File: config.mk
export PLATFORM = sky130hd
export DESIGN_NAME = latency_credit_queue
export DESIGN_NICKNAME = d
export VERILOG_FILES = /design/src/rtl/latency_pkg.sv /design/src/rtl/latency_credit_queue_fwft_fifo.sv /design/src/rtl/latency_credit_queue.sv
export SDC_FILE = /design/constraint.sdc
export NUM_CORES = 1
export LEC_CHECK = 0
export BUFFER_PORTS_ARGS = -buffer_cell sky130_fd_sc_hd__buf_4
export CAP_MARGIN = 5
export CELL_PAD_IN_SITES_DETAIL_PLACEMENT = 1
export CELL_PAD_IN_SITES_GLOBAL_PLACEMENT = 1
export CORE_ASPECT_RATIO = 0.9
export CORE_UTILIZATION = 49
export CTS_BUF_LIST = sky130_fd_sc_hd__clkbuf_16
export CTS_CLUSTER_SIZE = 20
export DETAILED_ROUTE_END_ITERATION = 16
export GPL_TIMING_DRIVEN = 0
export PLACE_DENSITY_LB_ADDON = 0.1
export SKIP_CTS_REPAIR_TIMING = 1
export SKIP_LAST_GASP = 1
export SYNTH_ARGS = -nofsm -noshare
export SYNTH_HDL_FRONTEND = slang
export SYNTH_SLANG_ARGS = --single-unit
File: constraint.sdc
create_clock -name clk -period 3.8 [get_ports clk]
set_clock_uncertainty 0.1 [all_clocks]
set_input_delay 0.19 -clock clk [delete_from_list [all_inputs] [get_ports clk]]
set_output_delay 0.19 -clock clk [all_outputs]
set_load 0.02 [all_outputs]
File: src/rtl/latency_pkg.sv
// rtl/latency_pkg.sv - shared defaults and width helper for the latency credit queue
package latency_pkg;

   localparam int DEFAULT_WIDTH = 8;
   localparam int DEFAULT_DEPTH = 8;

   // Width needed to hold the values 0..n inclusive.
   function automatic int clog2_p1(input int n);
      return $clog2(n + 1);
   endfunction

endpackage

File: src/rtl/latency_credit_queue_fwft_fifo.sv
// rtl/latency_credit_queue_fwft_fifo.sv - first-word-fall-through result FIFO with sticky overflow flag
module fwft_fifo
   import latency_pkg::*;
#(
   parameter int WIDTH = DEFAULT_WIDTH,
   parameter int DEPTH = DEFAULT_DEPTH,
   localparam int CW = clog2_p1(DEPTH),
   localparam int AW = $clog2(DEPTH)
) (
   input  logic             clk,
   input  logic             rst,
   input  logic             push_i,
   input  logic [WIDTH-1:0] push_data_i,
   input  logic             pop_i,
   output logic             valid_o,
   output logic [WIDTH-1:0] data_o,
   output logic [CW-1:0]    count_o,
   output logic             err_overflow_o
);

   logic [WIDTH-1:0] mem_q [DEPTH];
   logic [AW-1:0]    wr_ptr_q, wr_ptr_d;
   logic [AW-1:0]    rd_ptr_q, rd_ptr_d;
   logic [CW-1:0]    count_q, count_d;
   logic             ovf_q, ovf_d;
   logic             full, empty, pop_fire, push_fire;

   assign full      = (count_q == CW'(DEPTH));
   assign empty     = (count_q == '0);
   assign pop_fire  = pop_i && !empty;
   // A simultaneous pop frees the slot being written, so a full FIFO still accepts.
   assign push_fire = push_i && (!full || pop_fire);

   always_comb begin
      wr_ptr_d = wr_ptr_q;
      rd_ptr_d = rd_ptr_q;
      count_d  = count_q;
      ovf_d    = ovf_q;
      if (push_fire) wr_ptr_d = wr_ptr_q + 1'b1;
      if (pop_fire)  rd_ptr_d = rd_ptr_q + 1'b1;
      if (push_fire && !pop_fire)      count_d = count_q + 1'b1;
      else if (pop_fire && !push_fire) count_d = count_q - 1'b1;
      if (push_i && !push_fire) ovf_d = 1'b1;
   end

   always_ff @(posedge clk) begin
      if (rst) begin
         wr_ptr_q <= '0;
         rd_ptr_q <= '0;
         count_q  <= '0;
         ovf_q    <= 1'b0;
      end else begin
         wr_ptr_q <= wr_ptr_d;
         rd_ptr_q <= rd_ptr_d;
         count_q  <= count_d;
         ovf_q    <= ovf_d;
      end
   end

   always_ff @(posedge clk) begin
      if (push_fire) mem_q[wr_ptr_q] <= push_data_i;
   end

   assign valid_o        = !empty;
   assign data_o         = mem_q[rd_ptr_q];
   assign count_o        = count_q;
   assign err_overflow_o = ovf_q;

endmodule

File: src/rtl/latency_credit_queue.sv
// rtl/latency_credit_queue.sv - credit-gated issue plus result capture queue behind a non-stalling delay line
module latency_credit_queue
   import latency_pkg::*;
#(
   parameter int WIDTH = DEFAULT_WIDTH,
   parameter int DEPTH = DEFAULT_DEPTH,
   localparam int CW = clog2_p1(DEPTH)
) (
   input  logic             clk,
   input  logic             rst,
   input  logic             issue_valid,
   output logic             issue_ready,
   input  logic             res_valid,
   input  logic [WIDTH-1:0] res_data,
   output logic             out_valid,
   output logic [WIDTH-1:0] out_data,
   input  logic             out_ready,
   output logic [CW-1:0]    credits,
   output logic [CW-1:0]    count,
   output logic             err_overflow,
   output logic             err_unexpected
);

   logic [CW-1:0] credits_q, credits_d;
   logic          unx_q, unx_d;
   logic          issue_fire, pop_fire, unexpected_hit;
   logic [CW:0]   committed;

   fwft_fifo #(.WIDTH(WIDTH), .DEPTH(DEPTH)) u_fifo (
      .clk            (clk),
      .rst            (rst),
      .push_i         (res_valid),
      .push_data_i    (res_data),
      .pop_i          (out_ready),
      .valid_o        (out_valid),
      .data_o         (out_data),
      .count_o        (count),
      .err_overflow_o (err_overflow)
   );

   assign issue_ready = (credits_q != '0);
   assign issue_fire  = issue_valid && issue_ready;
   assign pop_fire    = out_valid && out_ready;

   // in_flight = DEPTH - credits - count; nothing is in flight once credits+count reach DEPTH.
   assign committed      = {1'b0, credits_q} + {1'b0, count};
   assign unexpected_hit = res_valid && (committed >= (CW+1)'(DEPTH));

   always_comb begin
      credits_d = credits_q;
      unx_d     = unx_q | unexpected_hit;
      if (issue_fire && !pop_fire)
         credits_d = credits_q - 1'b1;
      else if (pop_fire && !issue_fire && credits_q != CW'(DEPTH))
         credits_d = credits_q + 1'b1;
   end

   always_ff @(posedge clk) begin
      if (rst) begin
         credits_q <= CW'(DEPTH);
         unx_q     <= 1'b0;
      end else begin
         credits_q <= credits_d;
         unx_q     <= unx_d;
      end
   end

   assign credits        = credits_q;
   assign err_unexpected = unx_q;

endmodule

==> out/results.tsv <==
metric	value	unit
drive_above_1_share	30.7	%
die_h	84.2	um
synth_cells	244	
netlist_area	0.00367	mm2
crit_required	3.91	ns
insertion_delay	0.33	ns
status	completed	
grt_antenna_before_repair	0	
worst_path_max_delay_cell	or3_1	
dr_wl_met3	272	um
cts-root-buf	clkbuf_16	
hold_violations	0	
highest_layer	met4	
wl_met1	3670	um
cts_tree	built	
fin_nets	323	
dp_hpwl	5740	um
die-area	0.00785	mm2
maxSlewHeadroom	35.1	%
leakagePower	1.61	nW
start_kind	flop	
start_util	51.4	%
rsz0062_at_grt	no	
synth_top_cell_by_area	edfxtp_1	
synthFlopType	edfxtp_1	
yosysTopAreaCellShare	52.3	%
diodes	0	
cts.sinks	83	
critical_path_class	reg -> reg	
syn_area_per_cell	15.1	um2
final.setup.tns	0	ns
report.final.slew_viol_count	0	
drtPass1Iterations	4	
ys_seq_area_share	62.6	%
clk_path_buf_depth	2	
yosys_warnings	0	
cp-end-kind	flop	
die_x	93.3	um
vias	2162	
r2r_cells	10	
ys_async_sr_fraction	0	%
ys_seq_elements	83	
regToRegStartpoint	u_fifo.count_o[0]	
synth-edff-count	64	
worst_pin_slew	0.971	ns
timing.reg2reg.setup_slack	0.67	ns
clk_pin_slew	0.06	ns
ioPinCount	33	
hp-start	res_data[4]	
total_power	3.04	mW
drtIter0Drc	70	
io_buffer_count	31	
nFillCells	686	
final-setup-viol-count	0	
syn-num-nets	271	
place.gp.congestion	0.756	
period_minus_slack	3.13	ns
hold_path_depth	1	
wl_per_cell	20.7	um
grt_start_max_net_pins	14	
synth_cell_types	46	
fmax	320	MHz
grt-ovfl-total	0	
htreeDepth	3	
num_rows	29	
grt_pass1_vias	2282	
path_common_cell	ha_1	
max_stage_delay	0.49	ns
grt_first_pass_wirelength	12500	um
coreArea	0.00715	mm2
wl_met2	4140	um
max-cap-violations	0	
ant_nets	0	
vdd_drop_max	323	uV
syn_to_final_growth	19.9	%
cts_buffers	9	
hp-class	in -> reg	
wl	8140	um
drc	0	
r2r_end	u_fifo.count_o[3]	
p_per_area	691	mW/mm2
critical-path-top-delay-family	compound AO/OA/AOI/OAI gates	
arrival	3.24	ns
path_max_fanout	7	
synthTopCellsByArea	edfxtp_1 (52%), dfxtp_1 (10%), mux4_2 (9.8%)	
grt_util_all_layers	22.6	%
hold_path_end	u_fifo.mem_q[0][4]	
post_drt_via_cell_ratio	5.50	
critPathBufInv	2	
period_share	82.3	%
cp_cell_sequence	or3_1, o21ai_2, inv_2, ha_1, inv_1, ha_1, a21o_1, a21oi_1, mux2i_1, mux2_2	
cells by family after synthesis:
kind of cell / after synthesis / share of synthesized area, %
DFF: 83 / 62.6
and+or+nand+nor: 61 / 8.00
AOI/OAI and AO/OA: 29 / 5.92
muxes: 28 / 13.5
buffers and inverters: 22 / 2.86
adders and majority gates: 14 / 5.38
xor gates and xnor gates: 7 / 1.67
worst max path at each step:
| stage | from | to | slack [ns] | depth (start not counted) |
|---|---|---|---|---|
| 2_1_floorplan | u_fifo.count_o[0] | u_fifo.count_o[3] | 0.97 | 10 |
| 3_3_place_gp | u_fifo.count_o[0] | u_fifo.count_o[3] | 0.78 | 10 |
| 3_5_place_dp | u_fifo.count_o[0] | u_fifo.count_o[3] | 0.70 | 10 |
| 4_1_cts | u_fifo.count_o[0] | u_fifo.count_o[3] | 0.66 | 10 |
| 5_1_grt | u_fifo.count_o[0] | u_fifo.count_o[3] | 0.45 | 10 |
| 6_report | u_fifo.count_o[0] | u_fifo.count_o[3] | 0.67 | 10 |
final cells by class:
class | instances | area [um2] | area share, %
buffer | 10 | 58.8 | 1.33
clock buffer | 9 | 225 | 5.11
clock inverter | 6 | 57.6 | 1.31
inverter | 12 | 46.3 | 1.05
multi-input combinational | 139 | 1280 | 29.0
sequential | 83 | 2300 | 52.3
tap | 93 | 116 | 2.64
timing repair buffer | 41 | 320 | 7.27
placed cells by master, fill, tap and decap left out, drive strengths merged, types with 4 or more instances in the layout:
cell type	count
a21oi	12
buf	42
clkbuf	12
clkinv	5
dfxtp	19
dlygate4sd3	6
edfxtp	64
ha	11
inv	11
mux2	10
mux4	16
nand2	13
nand2b	4
nor2	25
nor3	10
xor2	4
cell usage after synthesis, types with 2 or more instances:
library cell	number
buf_6	2
a21oi_2	2
o211ai_1	2
dfxtp_1	19
or3_1	2
o2111ai_1	2
fa_1	3
o21ai_0	2
xnor2_1	3
nor2_1	24
xor2_1	4
mux4_2	16
mux2_2	9
nor3_1	10
clkbuf_1	3
ha_1	11
a21oi_1	10
nand2b_1	4
a31oi_1	2
nand2_1	13
buf_2	2
edfxtp_1	64
buf_1	2
inv_1	10
mux2i_1	2
state kept, by name, indices dropped and copies added (netlist names), named ones only:
name	cells
u_fifo.count_o	4
credits	4
u_fifo.err_overflow_o	1
u_fifo.rd_ptr_q	3
u_fifo.mem_q	64
u_fifo.wr_ptr_q	3
err_unexpected	1
per-stage QoR:
stage	hold slack (ns)	setup slack [ns]	cells	utilization, %	area, um2
finish	0.0112	0.672	393	61.6	4410
global route	0.00479	0.448	393	61.6	4410
CTS	-0.0121	0.660	387	60.8	4350
detailed placement	0.331	0.696	372	56.8	4060
global placement	0.324	0.781	368	56.3	4020
floorplan	0.189	0.974	244	-	3670
metal layers:
| metal | vias to the layer above | GRT usage (%) |
|---|---|---|
| li1 | 1024 | - |
| met1 | 1095 | 29.4 |
| met2 | 35 | 37.9 |
| met3 | 8 | 6.52 |
| met4 | 0 | 5.17 |
| met5 | - | 0 |
report_power, final:
part | switching [mW] | leakage, nW | internal [mW]
Clock | 0.327 | 0.141 | 0.500
Sequential | 0.0995 | 0.737 | 1.06
Combinational | 0.557 | 0.729 | 0.495
Total | 0.984 | 1.61 | 2.06
(Power assumes the default switching activity.)
